File: config.mk
export PLATFORM = sky130hd
export DESIGN_NAME = imm_alu_sequencer
export DESIGN_NICKNAME = d
export VERILOG_FILES = /design/src/rtl/seq_pkg.sv /design/src/rtl/seq_decode.sv /design/src/rtl/imm_alu_sequencer.sv
export SDC_FILE = /design/constraint.sdc
export NUM_CORES = 1
export LEC_CHECK = 0
export CORE_ASPECT_RATIO = 0.5
export CORE_UTILIZATION = 41
export DETAILED_ROUTE_END_ITERATION = 16
export PLACE_DENSITY = 0.79
export SYNTH_ARGS = -nofsm -noshare
export SYNTH_HDL_FRONTEND = slang
export SYNTH_SLANG_ARGS = --single-unit
File: constraint.sdc
create_clock -name clk -period 1.78 [get_ports clk]
set_input_delay 0.267 -clock clk [delete_from_list [all_inputs] [get_ports clk]]
set_output_delay 0.267 -clock clk [all_outputs]
set_load 0.05 [all_outputs]
File: src/rtl/seq_pkg.sv
// Shared definitions for the immediate/register ALU control sequencer.
//   - Opcode and ALU function encodings used by the existing datapath.
//   - FSM state encoding (also exported on the debug step output).
//   - Opcode decode function returning ALU function and instruction class.
package seq_pkg;

  localparam int unsigned OpcW = 5;
  localparam int unsigned AluW = 4;

  // Opcodes (top OpcW bits of the instruction register)
  localparam logic [OpcW-1:0] OpAdd  = 5'b00011;
  localparam logic [OpcW-1:0] OpSub  = 5'b00100;
  localparam logic [OpcW-1:0] OpAnd  = 5'b00101;
  localparam logic [OpcW-1:0] OpOr   = 5'b00110;
  localparam logic [OpcW-1:0] OpAddi = 5'b01011;
  localparam logic [OpcW-1:0] OpAndi = 5'b01100;
  localparam logic [OpcW-1:0] OpOri  = 5'b01101;
  localparam logic [OpcW-1:0] OpNop  = 5'b11010;
  localparam logic [OpcW-1:0] OpHalt = 5'b11011;

  // ALU function select, existing datapath encoding
  localparam logic [AluW-1:0] AluAnd = 4'b0000;
  localparam logic [AluW-1:0] AluOr  = 4'b0001;
  localparam logic [AluW-1:0] AluAdd = 4'b0010;
  localparam logic [AluW-1:0] AluSub = 4'b0011;

  typedef enum logic [3:0] {
    StT0     = 4'd1,
    StT1     = 4'd2,
    StT2     = 4'd3,
    StT3     = 4'd4,
    StT4     = 4'd5,
    StT5     = 4'd6,
    StHalted = 4'd14,
    StFault  = 4'd15
  } state_e;

  typedef struct packed {
    logic [AluW-1:0] alu_op;
    logic            is_rtype;
    logic            is_itype;
    logic            is_nop;
    logic            is_halt;
    logic            is_illegal;
  } dec_t;

  function automatic dec_t decode_opcode(logic [OpcW-1:0] opc);
    dec_t d;
    d = '0;
    case (opc)
      OpAdd:   begin d.alu_op = AluAdd; d.is_rtype = 1'b1; end
      OpSub:   begin d.alu_op = AluSub; d.is_rtype = 1'b1; end
      OpAnd:   begin d.alu_op = AluAnd; d.is_rtype = 1'b1; end
      OpOr:    begin d.alu_op = AluOr;  d.is_rtype = 1'b1; end
      OpAddi:  begin d.alu_op = AluAdd; d.is_itype = 1'b1; end
      OpAndi:  begin d.alu_op = AluAnd; d.is_itype = 1'b1; end
      OpOri:   begin d.alu_op = AluOr;  d.is_itype = 1'b1; end
      OpNop:   d.is_nop  = 1'b1;
      OpHalt:  d.is_halt = 1'b1;
      default: d.is_illegal = 1'b1;
    endcase
    return d;
  endfunction

endpackage

File: src/rtl/seq_decode.sv
// Combinational opcode decoder.
//   opcode     : instruction opcode field
//   alu_op     : ALU function for ALU-class instructions (0 otherwise)
//   is_rtype   : register-register ALU instruction
//   is_itype   : register-immediate ALU instruction
//   is_nop     : NOP
//   is_halt    : HALT
//   is_illegal : undefined opcode
module seq_decode #(
  parameter int unsigned OPCODE_W = 5,
  parameter int unsigned ALU_OP_W = 4
) (
  input  logic [OPCODE_W-1:0] opcode,
  output logic [ALU_OP_W-1:0] alu_op,
  output logic                is_rtype,
  output logic                is_itype,
  output logic                is_nop,
  output logic                is_halt,
  output logic                is_illegal
);
  import seq_pkg::*;

  dec_t dec;

  assign dec        = decode_opcode(OpcW'(opcode));
  assign alu_op     = ALU_OP_W'(dec.alu_op);
  assign is_rtype   = dec.is_rtype;
  assign is_itype   = dec.is_itype;
  assign is_nop     = dec.is_nop;
  assign is_halt    = dec.is_halt;
  assign is_illegal = dec.is_illegal;

endmodule

File: src/rtl/imm_alu_sequencer.sv
// Hardwired control sequencer for fetch plus ALU register / ALU immediate instructions.
// Ports:
//   clk, reset          : clock, synchronous active-high reset
//   ir                  : instruction register (opcode valid from T3)
//   mem_ready           : memory read data valid in MDR this cycle
//   pc_out .. c_out     : datapath control strobes (Moore, from state and ir)
//   alu_op              : ALU function select
//   step                : current state encoding (debug)
//   running             : low once HALTED or FAULT
//   illegal             : high during T3 of an undefined opcode
//   fault               : sticky memory-timeout flag
//   retired             : completed-instruction counter (wraps)
module imm_alu_sequencer #(
  parameter int unsigned OPCODE_W = 5,
  parameter int unsigned ALU_OP_W = 4,
  parameter int unsigned WAIT_MAX = 8,
  parameter int unsigned CNT_W    = 16
) (
  input  logic                clk,
  input  logic                reset,
  input  logic [31:0]         ir,
  input  logic                mem_ready,
  output logic                pc_out,
  output logic                mar_in,
  output logic                inc_pc,
  output logic                z_in,
  output logic                z_low_out,
  output logic                pc_in,
  output logic                read,
  output logic                mdr_in,
  output logic                mdr_out,
  output logic                ir_in,
  output logic                gra,
  output logic                grb,
  output logic                grc,
  output logic                r_in,
  output logic                r_out,
  output logic                y_in,
  output logic                c_out,
  output logic [ALU_OP_W-1:0] alu_op,
  output logic [3:0]          step,
  output logic                running,
  output logic                illegal,
  output logic                fault,
  output logic [CNT_W-1:0]    retired
);
  import seq_pkg::*;

  localparam int unsigned      WaitW     = $clog2(WAIT_MAX + 1);
  localparam logic [WaitW-1:0] WaitLimit = WaitW'(WAIT_MAX);

  state_e             state_q, state_d;
  logic [WaitW-1:0]   wait_q, wait_d, wait_inc;
  logic               fault_q, fault_d;
  logic [CNT_W-1:0]   retired_q, retired_d;

  logic [OPCODE_W-1:0] opcode;
  logic [ALU_OP_W-1:0] dec_alu_op;
  logic                dec_rtype, dec_itype, dec_nop, dec_halt, dec_illegal;
  logic                unused_ir;

  assign opcode    = ir[31 -: OPCODE_W];
  assign unused_ir = ^ir[31-OPCODE_W:0];

  seq_decode #(
    .OPCODE_W (OPCODE_W),
    .ALU_OP_W (ALU_OP_W)
  ) u_decode (
    .opcode     (opcode),
    .alu_op     (dec_alu_op),
    .is_rtype   (dec_rtype),
    .is_itype   (dec_itype),
    .is_nop     (dec_nop),
    .is_halt    (dec_halt),
    .is_illegal (dec_illegal)
  );

  assign wait_inc = wait_q + WaitW'(1);

  always_comb begin
    state_d   = state_q;
    wait_d    = wait_q;
    fault_d   = fault_q;
    retired_d = retired_q;

    pc_out    = 1'b0;
    mar_in    = 1'b0;
    inc_pc    = 1'b0;
    z_in      = 1'b0;
    z_low_out = 1'b0;
    pc_in     = 1'b0;
    read      = 1'b0;
    mdr_in    = 1'b0;
    mdr_out   = 1'b0;
    ir_in     = 1'b0;
    gra       = 1'b0;
    grb       = 1'b0;
    grc       = 1'b0;
    r_in      = 1'b0;
    r_out     = 1'b0;
    y_in      = 1'b0;
    c_out     = 1'b0;
    alu_op    = '0;
    illegal   = 1'b0;

    unique case (state_q)
      StT0: begin
        pc_out  = 1'b1;
        mar_in  = 1'b1;
        inc_pc  = 1'b1;
        z_in    = 1'b1;
        alu_op  = ALU_OP_W'(AluAdd);
        wait_d  = '0;
        state_d = StT1;
      end
      StT1: begin
        z_low_out = 1'b1;
        read      = 1'b1;
        mdr_in    = 1'b1;
        // Counter is zero only on the first T1 cycle, so PC loads once.
        pc_in     = (wait_q == '0);
        if (mem_ready) begin
          state_d = StT2;
        end else begin
          wait_d = wait_inc;
          if (wait_inc == WaitLimit) begin
            state_d = StFault;
            fault_d = 1'b1;
          end
        end
      end
      StT2: begin
        mdr_out = 1'b1;
        ir_in   = 1'b1;
        state_d = StT3;
      end
      StT3: begin
        if (dec_nop) begin
          retired_d = retired_q + CNT_W'(1);
          state_d   = StT0;
        end else if (dec_halt) begin
          retired_d = retired_q + CNT_W'(1);
          state_d   = StHalted;
        end else if (dec_illegal) begin
          illegal = 1'b1;
          state_d = StT0;
        end else begin
          grb     = 1'b1;
          r_out   = 1'b1;
          y_in    = 1'b1;
          state_d = StT4;
        end
      end
      StT4: begin
        z_in   = 1'b1;
        alu_op = dec_alu_op;
        if (dec_rtype) begin
          grc   = 1'b1;
          r_out = 1'b1;
        end
        if (dec_itype) begin
          c_out = 1'b1;
        end
        state_d = StT5;
      end
      StT5: begin
        z_low_out = 1'b1;
        gra       = 1'b1;
        r_in      = 1'b1;
        retired_d = retired_q + CNT_W'(1);
        state_d   = StT0;
      end
      StHalted: state_d = StHalted;
      StFault:  state_d = StFault;
      // Unused encodings recover into a clean fetch.
      default:  state_d = StT0;
    endcase
  end

  always_ff @(posedge clk) begin
    if (reset) begin
      state_q   <= StT0;
      wait_q    <= '0;
      fault_q   <= 1'b0;
      retired_q <= '0;
    end else begin
      state_q   <= state_d;
      wait_q    <= wait_d;
      fault_q   <= fault_d;
      retired_q <= retired_d;
    end
  end

  assign step    = state_q;
  assign running = (state_q != StHalted) && (state_q != StFault);
  assign fault   = fault_q;
  assign retired = retired_q;

endmodule

# [Yosys cells after proc, flatten, opt, wreduce, memory -nomap -nowiden]
# Cells that the tools add are included.
[word_totals] register_bits=25 wordCells=81 inputBits=35 output_inout_bits=44
[op_classes] bitwise=1 add_sub_neg=2 eq_ne=23 reduce_logical=14 n_mux=37
[ops] op="16-bit 2-to-1 mux" n=2
[ops] op="16-bit one-hot mux with 2 select lines" n=1
[ops] op="4-bit one-hot mux with 7 select lines" n=1
[ops] op="1-bit 2-to-1 mux" n=23
[ops] op="4-bit 2-to-1 mux" n=5
[ops] op="16-bit by 1-bit adder with 16-bit output (second input constant)" n=1
[ops] op="4-bit one-hot mux with 2 select lines" n=2
[ops] op="5-bit by 3-bit equality test with 1-bit output (second input constant)" n=3
[ops] op="5-bit by 4-bit equality test with 1-bit output (second input constant)" n=3
[ops] op="4-bit by 3-bit equality test with 1-bit output (second input constant)" n=3
[ops] op="4-bit equality test (second input constant)" n=3
[ops] op="5-bit equality test (second input constant)" n=2
[ops] op="9-bit OR reduction" n=1
[ops] op="4-bit by 2-bit equality test with 1-bit output (second input constant)" n=2
[ops] op="4-bit != test (second input constant)" n=2
[ops] op="2-bit OR reduction" n=4
[ops] op="3-bit != test (second input constant)" n=2
[ops] op="2-bit one-hot mux with 3 select lines" n=1
[ops] op="5-bit by 2-bit equality test with 1-bit output (second input constant)" n=1
[ops] op="4-bit by 1-bit adder with 4-bit output (second input constant)" n=1
[ops] op="4-bit by 1-bit equality test with 1-bit output (second input constant)" n=1
[ops] op="4-bit logical NOT" n=1
[ops] op="2-bit AND reduction" n=2
[ops] op="2-bit nonzero test" n=2
[ops] op="other kinds (8)" n=8

# [Logic depth before layout (Yosys ltp)]
# Gate-level depths: netlist of run 1.
[logic_depth] ltp_word=6 depth_mapped=6 ltp_nobuf=5

# [By module]
# From an unflattened synthesis of run 1, not the netlist that was laid out.
[hier_totals] hier_cells=204 area_unflattened_um2=1581.5
[by_module_without_submodules] mod="imm_alu_sequencer" n_inst=1 cells_per_inst=180 seq_area_each_um2=500.5 area_each_um2=1412.6
[by_module_without_submodules] mod="seq_decode" n_inst=1 cells_per_inst=24 seq_area_each_um2=0.0 area_each_um2=168.9

# [Least setup slack after synthesis of run 1]
# OpenSTA, ideal clock, no wires.
[synth_path] path_type="reg2out" from="register state_q[1], in the netlist step[1]" to="output port pc_in" arrival_ns=2.918 required_ns=1.513 path_slack_ns=-1.405 path_stages_with_launch=3 path_cell_list="dfxtp_1 -> or4b_4 -> nor4b_1"
[synth_between] elab_chain_len=2
[synth_lines] element="start, declared" line_no="imm_alu_sequencer.sv:52" text="state_e state_q, state_d;"
[synth_lines] element="start signal, assigned" line_no="imm_alu_sequencer.sv:182" text="state_q <= StT0;"
[synth_lines] element="start signal, assigned" line_no="imm_alu_sequencer.sv:187" text="state_q <= state_d;"
[synth_lines] element="4-bit by 2-bit equality test with 1-bit output" line_no="imm_alu_sequencer.sv:106" text="unique case (state_q)"
[synth_lines] element="1-bit 2-to-1 mux" line_no="imm_alu_sequencer.sv:106"
[synth_lines] element="end, declared" line_no="imm_alu_sequencer.sv:28" text="output logic pc_in,"
# No other way between the ends.

# [Worst setup path in the final report of run 1]
[layout_path] from="register state_q[1], in the netlist step[1]" to="output port r_out"
[layout_between] elab_chain_len=2 elab_cells_between_ends=3 classes_between="eq/ne (2); mux (1)"
[layout_lines] element="4-bit by 3-bit equality test with 1-bit output" line_no="imm_alu_sequencer.sv:106"
[layout_lines] element="1-bit one-hot mux with 2 select lines *" line_no="imm_alu_sequencer.sv:106"
[layout_lines] element="end, declared" line_no="imm_alu_sequencer.sv:37" text="output logic r_out,"
# Every way passes the cells marked *; elsewhere a longest branch is shown, timed or not.

==> results of run 1 <==
cell usage after synthesis (all sizes together) (5+ instances only):
master / number / share of area
nor2: 12 / 0.032
clkbuf: 6 / 0.014
nand2b: 5 / 0.019
a21oi: 23 / 0.070
and3: 5 / 0.019
buf: 12 / 0.057
or3: 6 / 0.023
nand2: 20 / 0.046
inv: 8 / 0.018
o31ai: 6 / 0.028
dfxtp: 25 / 0.31
o21ai: 12 / 0.037
or4: 6 / 0.028
nand3: 11 / 0.034
cell type report:
class | count | area (um^2) | area share
Clock buffer | 3 | 41.3 | 0.0149
Inverter | 8 | 41.3 | 0.0149
Timing Repair Buffer | 90 | 973 | 0.351
Clock inverter | 1 | 8.76 | 0.00316
Tap cell | 51 | 63.8 | 0.0230
Sequential cell | 25 | 523 | 0.189
Multi-Input combinational cell | 159 | 1120 | 0.404
report_power, final:
group	total, mW	switching, mW	internal (mW)	leakage (nW)
Combinational	0.679	0.371	0.308	0.876
Sequential	0.589	0.0200	0.569	0.207
Clock	0.374	0.209	0.165	0.0261
routing by layer:
layer  part of all wire  track usage
met4              0.020       0.0825
met5                  0            0
met1               0.40        0.267
met2               0.52        0.498
met3              0.068       0.0396
critical path, cell delays in order, from the launching register on:
cell and delay (ns):
dfxtp_4 0.38, nor2_4 0.12, nand2_2 0.08, or4b_4 0.53, a21oi_4 0.17, buf_12 0.15
per-stage QoR:
step	instances	total power, mW	instance area [um^2]	setup slack [ns]	setup TNS [ns]
after floorplan	210	0.978	1790	-0.226	-0.999
after global placement	319	1.20	2550	-0.280	-4.70
after detailed placement	319	1.21	2550	-0.326	-5.68
after CTS	333	1.61	2710	-0.215	-1.39
after global routing	337	1.70	2770	-0.252	-2.29
final	337	1.64	2770	-0.197	-1.59
logic make-up (layout without fill, tap and decap cells):
group           count (synthesis)  count (layout)  synth area share
fa+ha+maj                       3               3            0.0230
compound gates                 57              57             0.222
other cells                     1               2           0.00229
xor+xnor                        3               3            0.0161
buf+inv                        26             102            0.0888
flops                          25              25             0.306
simple gates                   92              92             0.328
mux                             2               2            0.0130
final timing paths:
kind	end	slack, ns	depth (start not counted)
worst max-delay path	r_out	-0.20	5
worst min-delay path	retired[15]$_SDFFE_PP0P_	0.50	2
worst max register to register	step[2]$_SDFFE_PP0P_	-0.07	5
worst min register to register	retired[15]$_SDFFE_PP0P_	0.50	2
timing repair:
action | CTS | global route
setup endpoints to repair | 16 | 27
resized for setup | 18 | 15
setup buffers | 10 | 4
pin swaps | 6 | 9
placed cells by master, fill, tap and decap left out, types with 3 or more instances in the layout:
| master | count |
|---|---|
| buf_4 | 54 |
| buf_12 | 21 |
| a21oi_1 | 20 |
| nand2_1 | 18 |
| dfxtp_1 | 15 |
| nand3_1 | 11 |
| o21ai_0 | 10 |
| nor2_1 | 10 |
| o31ai_1 | 6 |
| or4_1 | 6 |
| buf_6 | 6 |
| dfxtp_2 | 6 |
| inv_1 | 5 |
| and3_1 | 5 |
| or3_1 | 5 |
| dfxtp_4 | 4 |
| or4b_4 | 3 |
| clkinvlp_4 | 3 |
| nand3b_1 | 3 |
| nand2b_1 | 3 |
| xor2_1 | 3 |
| nor2b_1 | 3 |
| nor3_1 | 3 |
| ha_1 | 3 |
| clkbuf_8 | 3 |
| clkdlybuf4s50_1 | 3 |
flip-flops by register name (all words and copies together), names as in the netlist:
register,flops
wait_q,4
retired,16
fault,1
step,4
==> flow_summary_export.csv, run 1 <==
group,metric,value,unit
setup_path,worstSetupStartpoint,"step[1]$_SDFFE_PP0P_",
layout,antenna_cells,0,
yosys,synth_edf_count,0,
sta,rsz0062_at_grt,"yes",
place,io_buffer_count,49,
yosys,synthesis.area,0.00163,mm^2
clocking,clock_latency,0.29,ns
detailed_routing,dr.pass1.iters,4,
clocking,tritoncts,"done",
setup_path,cp-end-kind,"primary output",
die,rows,15,
detailed_routing,wirelength,5320,um
yosys,synthCells,209,
yosys,ys_types,50,
detailed_routing,post-route-drc-count,0,
yosys,synthFlopType,"dfxtp_1",
detailed_routing,initialDrtViolationCount,133,
detailed_routing,vias_per_cell,5.78,
yosys,ys_ff_latch,25,
die,ios,79,
sta,skew,0.00923,ns
global_route,grt_pass1_wl,7870,um
yosys,avgSynthCellArea,7.82,um^2
clocking,cts_buffers,3,
layout,area_delta_synth_final,69.6,%
outcome,failed_checks,"negative setup slack",
die,die_area,0.00426,mm^2
sta,fin_worst_hold_slack,0.498,ns
yosys,async_flop_share,0,
setup_path,path_max_fanout,5,
setup_path,arrival,1.71,ns
die,die_h,46.6,um
clocking,clk_pin_slew_worst_paths,0.10,ns
clocking,cts_hold_buf,0,
sta,maxSlewViolCount,0,
die,die_w,91.3,um
power_and_ir_drop,p_leak,1.11,nW
clocking,clk_path_buf_depth,2,
global_route,grt_max_degree,24,
setup_path,worstSetupStartpointType,"flip-flop",
global_route,grt-ovfl-total,0,
global_route,antenna_found_initial,0,
layout,fill_cells,228,
sta,worst_slack,-0.197,ns
global_route,grt_pass1_vias,1691,
clocking,h-tree-depth,1,
layout,fin_nets,325,
sta,slew_headroom,0.665,
flow_run,cap_violations,0,
layout,fin_util,0.765,
setup_path,critical_path_required,1.51,ns
sta,period_needed,1.98,ns
power_and_ir_drop,ir_drop,0.449,mV
setup_path,setup.worst_path.class,"flip-flop to primary output",
detailed_routing,ant_nets,0,
sta,tightest_slew,0.501,ns
sta,max_freq,506,MHz
clocking,cts.sinks,25,
detailed_routing,wl_per_cell,15.8,um
sta,timing.final.crit_share,1.11,
global_route,grt_usage,0.243,
clocking,root_buffer,"clkbuf_8",
sta,timing_hold_violations_final,0,
setup_path,reg2reg_from,"step[3]$_SDFFE_PP0P_",
place,place.gp.congestion,0.836,
worst_hold_path,min_from,"retired[15]$_SDFFE_PP0P_",
die,core_area,0.00362,mm^2
outcome,outcome,"finished with violations",
power_and_ir_drop,powerDensity,593,mW/mm^2
yosys,seq_area_frac_synth,0.306,
sta,report.final.setup_viol,12,
worst_hold_path,hold_class,"flip-flop to flip-flop",
yosys,yosysWarnings,0,
detailed_routing,num_vias,1949,
layout,drive_gt1_frac,0.448,
place,hpwl,3570,um
die,floorplan.initialDensity,0.451,
No activity file was read; power rests on OpenSTA's default activity.
==> run 2: changes to the inputs <==
--- a/config.mk
+++ b/config.mk
@@ -6,9 +6,10 @@
 export NUM_CORES = 1
 export LEC_CHECK = 0
 export CORE_ASPECT_RATIO = 0.5
-export CORE_UTILIZATION = 41
+export CORE_UTILIZATION = 60
 export DETAILED_ROUTE_END_ITERATION = 16
-export PLACE_DENSITY = 0.79
+export DONT_BUFFER_PORTS = 1
+export PLACE_DENSITY = 0.74
 export SYNTH_ARGS = -nofsm -noshare
 export SYNTH_HDL_FRONTEND = slang
 export SYNTH_SLANG_ARGS = --single-unit
==> flow_summary_export.csv, run 2 <==
group,metric,value,unit
outcome,outcome,"aborted with a tool error",
outcome,lastStage,"global routing",
outcome,tool.error,"[ERROR DPL-0038] Utilization greater than 100%, impossible to legalize",
yosys,synthMostInstantiatedCell,"dfxtp_1",
yosys,synth.area.top_cells,"dfxtp_1 31%, a21oi_1 7.0%, nand2_1 4.6%",
place,hpwl,3590,um
yosys,ys_ff_latch,25,
sta,worstEpCategory,"top-level output",
global_route,grt_max_degree,25,
yosys,seq_area_frac_synth,0.306,
clocking,root_buffer,"clkbuf_8",
clocking,clk_path_buf_depth,2,
yosys,synthCells,209,
clocking,cts_buffers,3,
yosys,async_flop_share,0,
place,place.gp.congestion,0.864,
yosys,synthesis.area,0.00163,mm^2
die,floorplan.initialDensity,0.684,
place,place_area,0.00213,mm^2
yosys,synth_top_area_cell,"dfxtp_1",
clocking,h-tree-depth,1,
yosys,ys_types,50,
sta,grt_repair_worst_endpoint,"pc_in",
clocking,cts.sinks,25,
place,io_buffer_count,0,
die,die_w,75.8,um
yosys,synthFlopType,"dfxtp_1",
yosys,synthTopCellsByCount,"25 x dfxtp_1, 23 x a21oi_1, 20 x nand2_1, 12 x o21ai_0",
die,die_h,38.9,um
die,ios,79,
die,rows,12,
yosys,synth_top_area_share,0.306,
yosys,avgSynthCellArea,7.82,um^2
clocking,cts_hold_buf,0,
yosys,synth_edf_count,0,
yosys,yosysWarnings,0,
[run 2: cell counts after synthesis]
No cell type changed its count.
[run 2: timing repair]
action / 4_1_cts
pin swaps: 4
buffers inserted: 6
resized for setup: 7
cloned: 1
setup endpoints to repair: 14
[run 2: cells by family after synthesis]
family | count (synthesis) | synth area share
and+or+nand+nor | 92 | 0.328
other | 1 | 0.00229
adders and majority gates | 3 | 0.0230
AOI/OAI and AO/OA | 57 | 0.222
xor gates and xnor gates | 3 | 0.0161
buffers and inverters | 26 | 0.0888
muxes | 2 | 0.0130
DFF | 25 | 0.306
[run 2: through the flow]
stage	cells	setup slack, ns	util
CTS	283	-0.216	0.947
detailed placement	272	0.0541	0.892
floorplan	210	-0.226	-
global placement	272	0.0757	0.892
==> run 3: changes to the inputs <==
--- a/config.mk
+++ b/config.mk
@@ -5,11 +5,10 @@
 export SDC_FILE = /design/constraint.sdc
 export NUM_CORES = 1
 export LEC_CHECK = 0
-export CORE_ASPECT_RATIO = 0.5
-export CORE_UTILIZATION = 60
+export CORE_UTILIZATION = 40
 export DETAILED_ROUTE_END_ITERATION = 16
 export DONT_BUFFER_PORTS = 1
-export PLACE_DENSITY = 0.74
+export PLACE_DENSITY_LB_ADDON = 0.15
 export SYNTH_ARGS = -nofsm -noshare
 export SYNTH_HDL_FRONTEND = slang
 export SYNTH_SLANG_ARGS = --single-unit
==> flow_summary_export.csv, run 3 (synthesis results as in run 1) <==
group,metric,value,unit
sta,report.final.setup_viol,14,
die,core_area,0.00380,mm^2
sta,max_freq,505,MHz
detailed_routing,wl_per_cell,15.4,um
setup_path,worstSetupStartpoint,"step[1]$_SDFFE_PP0P_",
outcome,outcome,"finished with violations",
setup_path,critical_path.cell_chain,"nor2_4, nand2_2, or4b_4, a21oi_4, buf_12",
sta,rsz0062_at_grt,"yes",
detailed_routing,num_vias,1741,
sta,timing_hold_violations_final,0,
setup_path,reg2reg_depth,6,
setup_path,cp-end-kind,"primary output",
clocking,clk_pin_slew_worst_paths,0.09,ns
setup_path,r2r_slack,0.03,ns
global_route,grt_max_degree,25,
place,io_buffer_count,0,
sta,slew_headroom,0.654,
sta,maxSlewViolCount,0,
power_and_ir_drop,p_leak,0.903,nW
sta,fin_tns_setup,-1.42,ns
setup_path,arrival,1.71,ns
detailed_routing,dr.pass1.iters,4,
setup_path,critPathTopFamily,"simple AND/OR/NAND/NOR gates",
layout,area_delta_synth_final,48.2,%
clocking,cts.sinks,25,
setup_path,timing.rr.end,"retired[14]$_SDFFE_PP0P_",
layout,fin_util,0.637,
die,die_w,65.9,um
layout,drive_gt1_frac,0.419,
setup_path,setup.worst_path.class,"flip-flop to primary output",
die,die_area,0.00434,mm^2
detailed_routing,wl_met3,245,um
die,ios,79,
outcome,failed_checks,"negative setup slack",
die,die_h,65.9,um
die,floorplan.initialDensity,0.430,
detailed_routing,wirelength,4630,um
detailed_routing,wl_met2,2300,um
detailed_routing,wl_met1,2040,um
die,rows,22,
sta,timing.final.crit_share,1.11,
clocking,h-tree-depth,1,
setup_path,slowest_delay,0.53,ns
sta,tightest_slew,0.518,ns
detailed_routing,ant_nets,0,
setup_path,cp_num_buf_inv,1,
sta,period_needed,1.98,ns
global_route,grt_pass1_wl,7080,um
power_and_ir_drop,powerDensity,611,mW/mm^2
clocking,root_buffer,"clkbuf_8",
layout,antenna_cells,0,
global_route,grt_usage,0.206,
clocking,clk_path_buf_depth,2,
flow_run,cap_violations,0,
detailed_routing,top_layer,"met4",
detailed_routing,vias_per_cell,5.78,
sta,worst_slack,-0.199,ns
setup_path,cp_slowest_cell,"or4b_4",
layout,final_cell_mix,"39 x buf_4, 20 x a21oi_1, 18 x nand2_1",
worst_hold_path,hold_class,"input pin to flip-flop",
clocking,cts_buffers,3,
setup_path,reg2reg_from,"step[0]$_SDFFE_PP1P_",
setup_path,crit_path_end,"r_out",
detailed_routing,initialDrtViolationCount,61,
place,dp_slack,0.0441,ns
global_route,grt_pass1_vias,1611,
clocking,clock_latency,0.27,ns
global_route,antenna_found_initial,0,
sta,skew,0.00576,ns
setup_path,critical_path_required,1.51,ns
place,place.gp.congestion,0.803,
clocking,tritoncts,"done",
layout,largest_reg_flops,16,
layout,regArea,523,um^2
setup_path,path_max_fanout,5,
clocking,cts_hold_buf,0,
setup_path,worstSetupStartpointType,"flip-flop",
setup_path,worst-path-stages,5,
layout,layout_commonest_cell,"buf_4",
global_route,grt-ovfl-total,0,
place,hpwl,3100,um
detailed_routing,post-route-drc-count,0,
layout,multi_input_area,0.00117,mm^2
power_and_ir_drop,ir_drop,0.412,mV
layout,fin_nets,292,
layout,fill_cells,314,
[run 3: worst register-to-register path, stage by stage (launching register included)]
cell	delay, ns
dfxtp_4	0.38
and2b_2	0.26
buf_6	0.12
buf_4	0.14
a31oi_4	0.13
or4_4	0.53
a21oi_1	0.14
[run 3: worst min-delay path by stage]
stage                                          end  cells past startpoint   from
after floorplan           retired[14]$_SDFFE_PP0P_                      1  reset
after detailed placement      step[1]$_SDFFE_PP0P_                      1  reset
after CTS                     step[1]$_SDFFE_PP0P_                      1  reset
final                      retired[8]$_SDFFE_PP0P_                      1  reset
after global routing       retired[8]$_SDFFE_PP0P_                      1  reset
after global placement        step[1]$_SDFFE_PP0P_                      1  reset
[run 3: area by class of cell]
class / count / area share
flip-flops and latches: 25 / 0.216
clock buffers: 4 / 0.0186
well taps: 48 / 0.0248
repair buffers: 56 / 0.237
inverters: 8 / 0.0196
multi-input cells: 160 / 0.484
[run 3: per-stage QoR]
step / cell area (um^2) / hold WS [ns] / cells / total power, mW
3_5_place_dp: 2150 / 0.334 / 284 / 1.06
5_1_grt: 2420 / 0.0313 / 301 / 1.54
6_report: 2420 / 0.0411 / 301 / 1.48
3_3_place_gp: 2150 / 0.332 / 284 / 1.06
2_1_floorplan: 1790 / 0.336 / 210 / 0.978
4_1_cts: 2260 / 0.0422 / 294 / 1.42
[run 3: what timing repair did]
action / CTS / global route
pin swaps: 6 / 9
setup buffers: 6 / 6
gates cloned: 0 / 1
gates resized for setup: 8 / 20
hold endpoints to repair: 0 / 0
setup endpoints to repair: 12 / 29
[run 3: routing by layer]
layer | up-vias | global-route usage
li1 | 847 | -
met5 | - | 0
met4 | 0 | 0.0462
met1 | 838 | 0.241
met2 | 51 | 0.361
met3 | 5 | 0.0638
[run 3: power by group]
part           internal (mW)  leakage, nW  switching (mW)
clock network          0.160       0.0228           0.185
registers              0.569        0.207          0.0190
logic                  0.217        0.673           0.330
